**src/rtl/axi_r_resp_allocator.sv**
```systemverilog
// AXI read-response allocator: round-robin source select, burst lock until RLAST.
// Pure flow-through mux; only the arbitration state is registered.
module axi_r_resp_allocator #(
    parameter int N_INIT_PORT = 8,
    parameter int AXI_DATA_W  = 64,
    parameter int AXI_ID_W    = 16 + $clog2(N_INIT_PORT),
    parameter int AXI_USER_W  = 6
) (
    input  logic                              clk,
    input  logic                              rst_n,
    input  logic [N_INIT_PORT*AXI_ID_W-1:0]   rid_i,
    input  logic [N_INIT_PORT*AXI_DATA_W-1:0] rdata_i,
    input  logic [N_INIT_PORT*2-1:0]          rresp_i,
    input  logic [N_INIT_PORT-1:0]            rlast_i,
    input  logic [N_INIT_PORT*AXI_USER_W-1:0] ruser_i,
    input  logic [N_INIT_PORT-1:0]            rvalid_i,
    output logic [N_INIT_PORT-1:0]            rready_o,
    output logic [AXI_ID_W-1:0]               rid_o,
    output logic [AXI_DATA_W-1:0]             rdata_o,
    output logic [1:0]                        rresp_o,
    output logic                              rlast_o,
    output logic [AXI_USER_W-1:0]             ruser_o,
    output logic                              rvalid_o,
    input  logic                              rready_i
);

    localparam int IDX_W = (N_INIT_PORT > 1) ? $clog2(N_INIT_PORT) : 1;

    typedef logic [IDX_W-1:0] idx_t;
    typedef logic [IDX_W:0]   cnt_t;

    typedef enum logic {
        IDLE   = 1'b0,
        LOCKED = 1'b1
    } state_t;

    state_t lock_q;
    idx_t   prio_q;
    idx_t   owner_q;

    idx_t   grant_idx;
    logic   grant_vld;
    cnt_t   cand;
    logic [N_INIT_PORT-1:0] sel;
    idx_t   prio_nxt;
    logic   hs;

    // Pick the granted source: the locked owner, else first requester from prio_q.
    always_comb begin
        grant_vld = 1'b0;
        grant_idx = '0;
        cand      = '0;
        if (lock_q == LOCKED) begin
            grant_vld = 1'b1;
            grant_idx = owner_q;
        end else begin
            for (int i = 0; i < N_INIT_PORT; i++) begin
                cand = {1'b0, prio_q} + cnt_t'(i);
                if (cand >= cnt_t'(N_INIT_PORT)) begin
                    cand = cand - cnt_t'(N_INIT_PORT);
                end
                if (!grant_vld && rvalid_i[cand[IDX_W-1:0]]) begin
                    grant_vld = 1'b1;
                    grant_idx = cand[IDX_W-1:0];
                end
            end
        end
    end

    // One-hot select of the granted source; empty when nothing is granted.
    always_comb begin
        sel = '0;
        for (int i = 0; i < N_INIT_PORT; i++) begin
            sel[i] = grant_vld && (grant_idx == idx_t'(i));
        end
    end

    // AND-OR mux of the selected source onto the initiator R channel.
    always_comb begin
        rid_o    = '0;
        rdata_o  = '0;
        rresp_o  = '0;
        rlast_o  = 1'b0;
        ruser_o  = '0;
        rvalid_o = 1'b0;
        for (int i = 0; i < N_INIT_PORT; i++) begin
            rid_o   |= rid_i[i*AXI_ID_W +: AXI_ID_W]
                       & {AXI_ID_W{sel[i]}};
            rdata_o |= rdata_i[i*AXI_DATA_W +: AXI_DATA_W]
                       & {AXI_DATA_W{sel[i]}};
            rresp_o |= rresp_i[i*2 +: 2] & {2{sel[i]}};
            ruser_o |= ruser_i[i*AXI_USER_W +: AXI_USER_W]
                       & {AXI_USER_W{sel[i]}};
            rlast_o  |= rlast_i[i] & sel[i];
            rvalid_o |= rvalid_i[i] & sel[i];
        end
    end

    // Ready is steered back only to the granted source.
    always_comb begin
        rready_o = sel & {N_INIT_PORT{rready_i}};
    end

    // Handshake and the pointer value following the current grant.
    always_comb begin
        hs = rvalid_o & rready_i;
        if (grant_idx == idx_t'(N_INIT_PORT - 1)) begin
            prio_nxt = '0;
        end else begin
            prio_nxt = grant_idx + idx_t'(1);
        end
    end

    // Lock on any unfinished or stalled beat; release and advance on the RLAST handshake.
    always_ff @(posedge clk or negedge rst_n) begin
        if (!rst_n) begin
            lock_q  <= IDLE;
            prio_q  <= '0;
            owner_q <= '0;
        end else begin
            if (hs && rlast_o) begin
                lock_q <= IDLE;
                prio_q <= prio_nxt;
            end else if ((lock_q == IDLE) && rvalid_o) begin
                lock_q  <= LOCKED;
                owner_q <= grant_idx;
            end
        end
    end

endmodule

```
**config.mk**
```make
export PLATFORM = sky130hd
export DESIGN_NAME = axi_r_resp_allocator
export DESIGN_NICKNAME = d
export VERILOG_FILES = /design/src/rtl/axi_r_resp_allocator.sv
export SDC_FILE = /design/constraint.sdc
export NUM_CORES = 1
export LEC_CHECK = 0
export ABC_AREA = 1
export CORE_AREA = 2 2 335 337
export CTS_CLUSTER_SIZE = 14
export DETAILED_ROUTE_END_ITERATION = 6
export DIE_AREA = 0 0 337 339
export HOLD_SLACK_MARGIN = 0.08
export PLACE_DENSITY = 0.35
export SETUP_SLACK_MARGIN = 0.3
export SYNTH_ARGS = -nofsm -noshare
export SYNTH_HDL_FRONTEND = slang
export SYNTH_SLANG_ARGS = --single-unit
export TNS_END_PERCENT = 100
```
**constraint.sdc**
```tcl
create_clock -name clk -period 15.6 [get_ports clk]
set_clock_uncertainty 0.2 [all_clocks]
set_input_delay 4.68 -clock clk [delete_from_list [all_inputs] [get_ports clk]]
set_output_delay 4.68 -clock clk [all_outputs]
set_load 0.01 [all_outputs]
```
==> results of run 1 <==
## flip-flops by register name, indices dropped and copies added, names as in the netlist
register / count
owner_q: 3
prio_q: 3
lock_q: 1
## per-stage QoR
stage	worst slack [ns]	cells	util	total power, uW
detailed placement	1.11	3622	0.149	3120
floorplan	3.40	1342	-	1400
CTS	1.08	3626	0.150	3180
global placement	1.01	3622	0.149	3150
finish	1.17	3632	0.150	3080
global route	0.701	3629	0.150	3350
## cell families after synthesis
group / synth area share
adder cells (fa/ha/maj): 0.0161
AND/OR/NAND/NOR: 0.756
flip-flops: 0.0281
XOR/XNOR: 0.00663
buffers and inverters: 0.0916
AO/OA/AOI/OAI: 0.102
## worst max path at each step
stage                        to  slack, ns  cells after the start         from
floorplan           rdata_o[12]       3.40                     25  rvalid_i[3]
global placement    rdata_o[52]       1.01                     24  rvalid_i[7]
detailed placement  rdata_o[52]       1.11                     25  rvalid_i[4]
CTS                 rdata_o[52]       1.08                     25  rvalid_i[4]
global route         rdata_o[9]       0.70                     26  rvalid_i[6]
finish              rdata_o[22]       1.17                     24  rvalid_i[6]
## layer usage
metal  global-route usage  vias to the layer above  part of all wire
met5                    0                        -            0.0035
met4               0.0172                       44             0.014
met3               0.0414                       83             0.090
met2                0.227                      554              0.47
met1                0.160                     5524              0.42
li1                     -                     5950                 -
## cell usage after synthesis, types with 3 or more instances
cell type    n
a211oi_1     3
inv_2        9
nand2_1    723
clkbuf_1    18
buf_4       11
a21oi_1     20
ha_1         8
nand3_1    249
dfrtp_1      7
o21ai_0      6
nor2_4       3
nor2_1     108
inv_1       27
a22o_1      39
buf_6        3
buf_2       47
nand2_2     10
nand4_1     17
a31oi_1      4
nand3_2      4
## worst max-delay path, delay by kind of cell
family,cells,cell delay (ns)
fa+ha+maj,1,0.33
buf+inv,7,1.89
compound gates,3,0.73
simple gates,13,1.82
## cell type report
type	count	area (um^2)	area share
inverters	39	166	0.0101
clock buffers	4	78.8	0.00477
multi-input cells	1217	5480	0.332
well taps	1488	1860	0.113
diodes	6	15.0	0.000909
flip-flops and latches	7	175	0.0106
repair buffers	871	8750	0.529
## power by group through the flow
stage / Clock [uW] / Sequential (uW) / Combinational, uW
2_1_floorplan: 0 / 30.1 / 1370
6_report: 43.9 / 42.7 / 2990
3_5_place_dp: 0 / 42.5 / 3080
5_1_grt: 45.7 / 44.2 / 3260
4_1_cts: 44.5 / 42.4 / 3090
3_3_place_gp: 0 / 43.1 / 3100
==> reports/results.ini, run 1 <==
[clocking]
cts_root_buffer = clkbuf_16
htreeDepth = 1
path_clk_slew_ns = 0.03
clockBufferDepth = 2
clkSinkCount = 7
numCtsBuffers = 3
post_cts_buffers = 0
ctsHoldBuffers = 0
cts_resized = 0
clkLatencyLatePin_ns = 0.23
cts_tree = done

[synth]
synth_edf_count = 0
synth_top_area_share = 0.436
synth_top_area_cell = nand2_1
yosys_warnings = 0
syn_area_um2 = 6230
synthCells = 1342
synth_cell_type_count = 40
seq_area_frac_synth = 0.0281
async_flop_share = 1.00
ys_dominant_reg_cell = dfrtp_1
ys_ff_latch = 7
syn_avg_cell_area_um2 = 4.64
syn-num-nets = 2097
synthTopCellsByArea = nand2_1 44%, nand3_1 20%, nor2_1 6.5%

[setup_path]
crit_required_ns = 10.72
reg2reg_depth = 29
worstPathCellList = clkdlybuf4s50_1 -> nand2_1 -> nand3_1 -> nand2_1 -> nor2_1 -> a31oi_1 -> inv_1 -> nor2_4 -> nand2_1 -> nor2_1 -> inv_1 -> a21oi_1 -> inv_1 -> a31oi_1 -> ha_1 -> nand2_1 -> nor2_4 -> buf_12 -> buf_4 -> nand2_1 -> nand3_1 -> nor2_1 -> nand3_1 -> clkdlybuf4s50_1
start_kind = primary input
cpMostUsedCell = nand2_1
cp_slowest_cell = clkdlybuf4s50_1
max_stage_delay_ns = 0.64
crit_path_end_kind = output pin
rrSetupSlack_ns = 10.42
path_max_fanout = 33
worstPathArrival_ns = 9.55
r2r-start = prio_q[0]
critPathKind = in -> out
r2r_end = owner_q[0]

[timing]
min_period_ns = 14.43
finalSetupTns_ns = 0
worst_pin_slew_ns = 0.923
hold_viol = 0
maxSlewHeadroom = 0.385
fmax_mhz = 69.3
finalCritPeriodShare = 0.925
rsz0062_at_grt = no
slew_viol_final = 0
timing.hold.ws_ns = 0.265
setup_viol = 0

[die]
die_x_um = 337
die_height_um = 339
io_pins = 848
die-area_um2 = 114000
core-area_um2 = 110000
num_rows = 122
start_util = 0.0564

[placement]
dpl_cell_area_um2 = 16400
place_congestion = 0.910
dp_hpwl_um = 69100
placement.io_buffers = 847

[hold_path]
hold_depth = 2
hp-class = reg -> reg
hold_start = owner_q[2]
holdPathEnd = owner_q[2]

[power_and_ir_drop]
p_int_uw = 1290
clkPwrFrac = 0.014
switchingPower_uw = 1790
leakage_uw = 0.00632
vdd_drop_max_mv = 0.0921
p_sw_frac = 0.582
power.density_nw_per_um2 = 186
power.share.sequential = 0.014
pwr-share-comb = 0.972

[drt]
first_pass_iters = 5
drt-vias-per-instance = 3.35
vias = 12200
first_iter_violations = 511
wl_per_cell_um = 21.8
detail-route-antenna-nets = 0
routed_wl_um = 79300
drc_errors = 0

[finish]
final_common_cell = clkdlybuf4s50_1
final_cell_mix = 847 x clkdlybuf4s50_1, 723 x nand2_1, 249 x nand3_1, 108 x nor2_1, 39 x a22o_1
fillers = 13000
postLayoutCellArea_um2 = 16500
areaGrowthSynthToFinish_pct = 165
nets = 2894
drive_gt1_frac = 0.0327

[grt]
grt_pass1_vias = 12500
overflow = 0
antenna_found_initial = 40
grt.total_usage = 0.131
grt_pass1_wl_um = 104000
grt_max_degree = 54

[run]
maxCapViolations = 0

[run_status]
status = finished, final reports clean

No activity file was read; power rests on OpenSTA's default activity.
==> run 2: changes to the inputs <==
CTS_BUF_LIST = sky130_fd_sc_hd__clkbuf_8 sky130_fd_sc_hd__clkbuf_16   (was default)
==> run 2 against run 1 <==
  * Count of clock-buffer cells in the layout decreased by 1
  * Die area unchanged
  * Largest cell class unchanged
  * Highest routed layer unchanged
  * Flip-flop and latch count unchanged
  * Critical path type unchanged
  * Cell count unchanged
  * Largest power group unchanged
==> reports/results.ini, run 2 (synthesis results as in run 1) <==
[clocking]
clockBufferDepth = 2
path_clk_slew_ns = 0.03
htreeDepth = 1
clkSinkCount = 7
cts_tree = done
cts_root_buffer = clkbuf_16
cts_resized = 0
ctsHoldBuffers = 0
clkLatencyLatePin_ns = 0.23
post_cts_buffers = 0
numCtsBuffers = 3

[timing]
maxSlewHeadroom = 0.385
slew_viol_final = 0
worst_slack_ns = 1.18
fmax_mhz = 69.3
worst_pin_slew_ns = 0.923
min_period_ns = 14.42
hold_viol = 0
finalSetupTns_ns = 0
finalCritPeriodShare = 0.925
setup_viol = 0
rsz0062_at_grt = no

[drt]
detail-route-antenna-nets = 0
first_iter_violations = 510
wl_met3_um = 7120
vias = 12200
drc_errors = 0
wl_per_cell_um = 21.8
routed_wl_um = 79300
wl_met2_um = 37400
drt-vias-per-instance = 3.35
first_pass_iters = 5
routed.top_layer = met5
met1_length_um = 33400

[placement]
place_ws_ns = 1.11
dp_hpwl_um = 69100
placement.io_buffers = 847
dpl_cell_area_um2 = 16400
place_congestion = 0.910

[setup_path]
cp_slowest_cell = clkdlybuf4s50_1
path_max_fanout = 33
start_kind = primary input
r2r-start = prio_q[0]
crit_required_ns = 10.72
crit_start = rvalid_i[3]
critPathKind = in -> out
crit_path_end_kind = output pin
max_stage_delay_ns = 0.64
worstPathArrival_ns = 9.54

[power_and_ir_drop]
vdd_drop_max_mv = 0.0921
leakage_uw = 0.00632
power.density_nw_per_um2 = 186

[die]
start_util = 0.0564
die_x_um = 337
num_rows = 122
die_height_um = 339
io_pins = 848
die-area_um2 = 114000
core-area_um2 = 110000

[finish]
final_cell_mix = 847 x clkdlybuf4s50_1, 723 x nand2_1, 249 x nand3_1, 108 x nor2_1, 39 x a22o_1
areaGrowthSynthToFinish_pct = 165
final_common_cell = clkdlybuf4s50_1
drive_gt1_frac = 0.0327
postLayoutCellArea_um2 = 16500
nets = 2894
top_regs = owner_q (3), prio_q (3), lock_q (1)

[hold_path]
hp-class = reg -> reg
hold_start = owner_q[2]

[grt]
grt.total_usage = 0.131
grt_pass1_wl_um = 104000
grt_pass1_vias = 12500
overflow = 0
grt_max_degree = 54
antenna_found_initial = 40

[run_status]
status = finished, final reports clean

[run]
maxCapViolations = 0

==> run 2: cell types whose count changed in the layout (fill, tap and decap cells not counted), sizes merged <==
cell / before / now
inv: 38 / 39
clkbuf: 4 / 3
==> run 2: worst max-delay path, delay by kind of cell <==
kind            cells  cell delay [ns]
compound gates      2             0.48
fa+ha+maj           1             0.33
buf+inv             7             1.86
simple gates       16             2.10
==> run 2: per-layer routing <==
metal,vias up,global-route usage
li1,5949,-
met1,5518,0.160
met2,556,0.227
met3,83,0.0414
met4,44,0.0172
met5,-,0
==> run 2: layout make-up <==
type,instances,area [um^2]
inverter,39,166
clock buffer,3,75.1
sequential,7,175
antenna,6,15.0
timing repair buffer,871,8750
fill,13000,93800
multi-input combinational,1217,5480
tap,1488,1860
clock inverter,1,3.75
==> run 2: where the power goes <==
group | total (uW) | leakage [uW] | switching [uW] | internal, uW
Sequential | 42.8 | 0.0000863 | 16.9 | 25.9
Clock | 43.3 | 0.0000423 | 9.91 | 33.3
Combinational | 2990 | 0.00619 | 1760 | 1230
==> run 2: worst paths after layout <==
| kind | endpoint | slack [ns] | cells past startpoint |
|---|---|---|---|
| setup / recovery | rdata_o[22] | 1.18 | 26 |
| hold / removal | owner_q[2] | 0.26 | 2 |
| setup reg to reg | owner_q[0] | 10.43 | 29 |
| hold reg to reg | owner_q[2] | 0.26 | 2 |
| max in group asynchronous | owner_q[0] | 10.45 | 1 |
| min in group asynchronous | prio_q[2] | 4.51 | 1 |
==> run 2: stage by stage <==
step	hold slack, ns	util	power, uW	cells
final	0.265	0.150	3070	3632
after global routing	0.290	0.150	3350	3629
after CTS	0.267	0.150	3180	3626
after detailed placement	0.259	0.149	3120	3622
after global placement	0.275	0.149	3150	3622
after floorplan	0.234	-	1400	1342
